--- src/rtl/fetch_pkg.sv ---
// Shared types for the instruction fetch queue: FSM states, queue entry layout
// and the default bubble word.
package fetch_pkg;

    typedef enum logic [1:0] {
        IDLE    = 2'd0,
        BUSY    = 2'd1,
        DISCARD = 2'd2
    } fetch_state_t;

    typedef struct packed {
        logic [31:0] instr;
        logic [31:0] pc4;
    } fetch_entry_t;

    localparam logic [31:0] NOP_WORD = 32'h0000_0000;

endpackage

--- src/rtl/fetch_fifo.sv ---
// DEPTH-entry synchronous FIFO holding fetched words with their PC+4.
// Flush wins over push and pop.
module fetch_fifo #(
    parameter int DEPTH = 2
) (
    input  logic                       clk,
    input  logic                       rst_n,
    input  logic                       push,
    input  logic                       pop,
    input  logic                       flush,
    input  logic [31:0]                wr_instr,
    input  logic [31:0]                wr_pc4,
    output logic [31:0]                head_instr,
    output logic [31:0]                head_pc4,
    output logic [$clog2(DEPTH):0]     count
);
    import fetch_pkg::*;

    localparam int AW = $clog2(DEPTH);

    fetch_entry_t mem [DEPTH];
    logic [AW-1:0] rd_ptr;
    logic [AW-1:0] wr_ptr;

    always_ff @(posedge clk or negedge rst_n) begin
        if (!rst_n) begin
            rd_ptr <= '0;
            wr_ptr <= '0;
            count  <= '0;
        end else if (flush) begin
            rd_ptr <= '0;
            wr_ptr <= '0;
            count  <= '0;
        end else begin
            if (push) wr_ptr <= wr_ptr + 1'b1;
            if (pop)  rd_ptr <= rd_ptr + 1'b1;
            unique case ({push, pop})
                2'b10:   count <= count + 1'b1;
                2'b01:   count <= count - 1'b1;
                default: count <= count;
            endcase
        end
    end

    // Storage needs no reset; the top gates the head with the occupancy.
    always_ff @(posedge clk) begin
        if (push && !flush) mem[wr_ptr] <= '{instr: wr_instr, pc4: wr_pc4};
    end

    assign head_instr = mem[rd_ptr].instr;
    assign head_pc4   = mem[rd_ptr].pc4;

endmodule

--- src/rtl/instruction_fetch_queue.sv ---
// Fetch front end: owns the fetch PC, runs the req/ack handshake to instruction
// memory and buffers returned words ahead of the IF/ID register.
//
// state   | meaning
// IDLE    | no request outstanding
// BUSY    | request outstanding, response will be queued
// DISCARD | request outstanding, response dropped after a redirect
module instruction_fetch_queue #(
    parameter int          DEPTH    = 2,
    parameter logic [31:0] RESET_PC = 32'h0000_0000,
    parameter logic [31:0] NOP_WORD = fetch_pkg::NOP_WORD
) (
    input  logic                       clk,
    input  logic                       rst_n,
    input  logic                       IF_ID_write,
    input  logic                       PCSrc,
    input  logic [31:0]                PC_next_MEM,
    output logic                       imem_req,
    output logic [31:0]                imem_addr,
    input  logic                       imem_ack,
    input  logic [31:0]                imem_rdata,
    output logic [31:0]                instruction_IF,
    output logic [31:0]                PC_sumado_IF,
    output logic                       valid_IF,
    output logic [$clog2(DEPTH):0]     count
);
    import fetch_pkg::*;

    localparam int              AW      = $clog2(DEPTH);
    localparam logic [AW:0]     DEPTH_C = (AW+1)'(DEPTH);

    fetch_state_t  state;
    logic [31:0]   fetch_pc;
    logic [31:0]   next_pc;
    logic [29:0]   req_word;
    logic          push;
    logic          pop;
    logic [AW:0]   count_after;
    logic [31:0]   head_instr;
    logic [31:0]   head_pc4;

    assign valid_IF  = (count != '0);
    assign pop       = valid_IF && IF_ID_write && !PCSrc;
    assign push      = (state == BUSY) && imem_ack && !PCSrc;
    assign next_pc   = fetch_pc + 32'd4;
    assign imem_req  = (state != IDLE);
    assign imem_addr = {req_word, 2'b00};

    always_comb begin
        count_after = count;
        if (push && !pop)      count_after = count + 1'b1;
        else if (pop && !push) count_after = count - 1'b1;
    end

    fetch_fifo #(.DEPTH(DEPTH)) u_fifo (
        .clk        (clk),
        .rst_n      (rst_n),
        .push       (push),
        .pop        (pop),
        .flush      (PCSrc),
        .wr_instr   (imem_rdata),
        .wr_pc4     (imem_addr + 32'd4),
        .head_instr (head_instr),
        .head_pc4   (head_pc4),
        .count      (count)
    );

    assign instruction_IF = valid_IF ? head_instr : NOP_WORD;
    assign PC_sumado_IF   = valid_IF ? head_pc4   : 32'h0;

    // A request only starts with a free slot, so the pending word always fits.
    always_ff @(posedge clk or negedge rst_n) begin
        if (!rst_n) begin
            state    <= IDLE;
            fetch_pc <= RESET_PC;
            req_word <= RESET_PC[31:2];
        end else begin
            unique case (state)
                IDLE: begin
                    if (PCSrc) begin
                        fetch_pc <= PC_next_MEM;
                    end else if (count < DEPTH_C) begin
                        state    <= BUSY;
                        req_word <= fetch_pc[31:2];
                    end
                end
                BUSY: begin
                    if (PCSrc) begin
                        fetch_pc <= PC_next_MEM;
                        state    <= imem_ack ? IDLE : DISCARD;
                    end else if (imem_ack) begin
                        fetch_pc <= next_pc;
                        if (count_after < DEPTH_C) req_word <= next_pc[31:2];
                        else                       state    <= IDLE;
                    end
                end
                DISCARD: begin
                    if (PCSrc)    fetch_pc <= PC_next_MEM;
                    if (imem_ack) state    <= IDLE;
                end
                default: state <= IDLE;
            endcase
        end
    end

endmodule

--- config.mk ---
export PLATFORM = sky130hd
export DESIGN_NAME = instruction_fetch_queue
export DESIGN_NICKNAME = d
export VERILOG_FILES = /design/src/rtl/fetch_pkg.sv /design/src/rtl/fetch_fifo.sv /design/src/rtl/instruction_fetch_queue.sv
export SDC_FILE = /design/constraint.sdc
export NUM_CORES = 1
export LEC_CHECK = 0
export CORE_MARGIN = 5
export CORE_UTILIZATION = 40
export CTS_CLUSTER_DIAMETER = 40
export CTS_CLUSTER_SIZE = 10
export DETAILED_ROUTE_END_ITERATION = 6
export PLACE_DENSITY = 0.68
export SLEW_MARGIN = 10
export SYNTH_ARGS = -nofsm -noshare
export SYNTH_HDL_FRONTEND = slang
export SYNTH_SLANG_ARGS = --single-unit
--- constraint.sdc ---
create_clock -name clk -period 5.4 [get_ports clk]
set_input_delay 1.62 -clock clk [delete_from_list [all_inputs] [get_ports clk]]
set_output_delay 1.62 -clock clk [all_outputs]
set_load 0.05 [all_outputs]
==> flow_metrics.tcl <==
set metrics [dict create \
    htree_levels 4 \
    ios 169 \
    relSlewSlack_pct 47.7 \
    finClkSkew_ns 0.0167 \
    wl_um 21600 \
    finalCriticalPeriod_ns 4.46 \
    synth.most_common_cell "edfxtp_1" \
    drt-vias-per-instance 5.28 \
    fin_crit_sh_pct 82.7 \
    cts_buffers 17 \
    cts_resized 0 \
    cts_tree "yes" \
    synth.area.top_cells "edfxtp_1 40%, dfrtp_1 18%, mux2i_1 6.9%" \
    insertion_delay_ns 0.43 \
    yosys-top-cells-count "124 x edfxtp_1, 103 x nor2_1, 78 x nand2_1" \
    setup_viol 0 \
    clock-root-buffer "clkbuf_16" \
    synth-seq-cells 190 \
    grt.total_usage_pct 16.3 \
    status "complete, no violations" \
    grt_overflow 0 \
    grt_pass1_wl_um 34500 \
    endpoint_kind "output pin" \
    yosysWarningCount 0 \
    core-area_sq_um 22700 \
    p_leak_nw 4.01 \
    place_congestion 0.876 \
    post_drt_wl_per_cell_um 17.2 \
    grt_pass1_vias 6316 \
    fmax_mhz 224 \
    max_slew.worst_pin.slew_ns 0.782 \
    cts.sinks 190 \
    fp.dieW_um 162 \
    ctsHoldBuffers 0 \
    r2r-start "u_fifo.count[1]" \
    synth_top_cell_area_share_pct 40.3 \
    seq_area_frac_synth_pct 58.2 \
    die_area_sq_um 26200 \
    dp_cells 1226 \
    stdcell_count 1258 \
    start_kind "register" \
    dieHeight_um 162 \
    drive_gt1_share_pct 7.40 \
    min_from "req_word[18]" \
    p_total_w 0.00689 \
    rsz0062_at_grt "false" \
    syn_to_final_growth_pct 26.5 \
    portBuffers 162 \
    first_iter_violations 583 \
    cp.arrival_ns 2.84 \
    slew_violations 0 \
    vdd_drop_max_uv 221 \
    power_density_nw_per_um2 590 \
    synth_cells 825 \
    cap_violations 0 \
    final_area_sq_um 11700 \
    num_rows 55 \
    worstSetupPathType "register to output pin" \
    timing.setup.tns_ns 0 \
    clock_path_buffers 2 \
    antenna_found_initial 0 \
    yosysTopAreaCell "edfxtp_1" \
    critPathLaunch "u_fifo.count[1]" \
    crit_required_ns 3.78 \
    dr.pass1.iters 5 \
    antenna_left 0 \
    cts_setup_buffers 0 \
    clkTransAtPathRegs_ns 0.07 \
    hp-class "register to register" \
    synth_edf_count 124 \
    synth.avg_cell_area_sq_um 11.2 \
    dpl.hpwl_um 15400 \
    syn_area_sq_um 9230 \
    synth_ff_type "edfxtp_1" \
    crit_fanout 35 \
    synthArstFlopShare_pct 34.7 \
    nNetsFinal 1032 \
    synth_cell_types 59 \
    antenna_cells 0 \
    grt_max_degree 63 \
    start_util_pct 40.6 \
    vias 6636 \
    hold_viol 0 \
    drc 0 \
    place_area_sq_um 11100 \
]
==> worst paths after layout <==
kind | endpoint | slack (ns) | cells past startpoint
worst min-delay path | req_word[18] | 0.57 | 2
worst max-delay path | instruction_IF[3] | 0.94 | 5
min in group asynchronous | fetch_pc[25] | 1.22 | 1
max in group asynchronous | u_fifo.rd_ptr | 3.21 | 2
worst min register to register | req_word[18] | 0.57 | 2
worst max register to register | req_word[0] | 2.66 | 8
==> report_power, final <==
group	switching [W]	internal [W]	total, W
logic	0.00217	0.00112	0.00330
clock network	0.000569	0.000700	0.00127
registers	0.000433	0.00189	0.00232
total	0.00317	0.00371	0.00689
==> final cells by class <==
cell class,count,area [sq um]
Fill cell,2002,11000
Sequential cell,190,5380
Multi-Input combinational cell,566,3550
Timing Repair Buffer,174,1740
Clock buffer,18,429
Tap cell,285,357
Clock inverter,14,169
Inverter,11,41.3
==> per-stage QoR <==
step	utilization (%)	setup slack [ns]	hold slack, ns
after detailed placement	48.8	1.15	0.564
after global routing	51.4	0.738	0.603
after floorplan	-	0.412	0.519
after global placement	48.8	1.19	0.548
final	51.4	0.936	0.570
after CTS	51.4	0.851	0.579
==> critical path: stages (launching register included) <==
cell             delay [ns]
dfrtp_1                0.44
inv_1                  0.08
ha_2                   0.57
buf_4                  0.46
nor2_1                 0.11
clkdlybuf4s50_1        0.72
==> cells by family (layout without fill, tap and decap cells) <==
group | count (synthesis) | in the layout | share of synthesized area, %
buf+inv | 72 | 217 | 3.65
mux | 65 | 65 | 7.06
xor+xnor | 61 | 61 | 5.79
compound gates | 126 | 126 | 7.98
other cells | 1 | 4 | 0.0406
flops | 190 | 190 | 58.2
simple gates | 307 | 307 | 16.8
fa+ha+maj | 3 | 3 | 0.407
==> per-layer routing <==
metal,global-route usage (%),vias to the layer above,wire length [um]
met5,0,-,0
met4,5.81,0,601
met3,3.20,38,1300
met2,25.6,239,9720
met1,22.8,3117,9990
li1,-,3242,-
==> registers in the layout, summed over array words and instances (netlist names) <==
signal	cells
u_fifo.mem	124
fetch_pc	30
req_word	30
state	2
u_fifo.count	2
u_fifo.rd_ptr	1
u_fifo.wr_ptr	1
==> cell usage in the layout (no fill, tap or decap), drive strengths merged, types with 14 or more instances in the layout <==
master and count:
mux2i 64, nor2 103, dfrtp 66, o21ai 51, clkdlybuf4s50 161, a21oi 39
nand2 79, nand3 28, inv 18, edfxtp 124, xnor2 45, clkbuf 18
nand4 14, xor2 16, nor3 22
(Power assumes the default switching activity.)
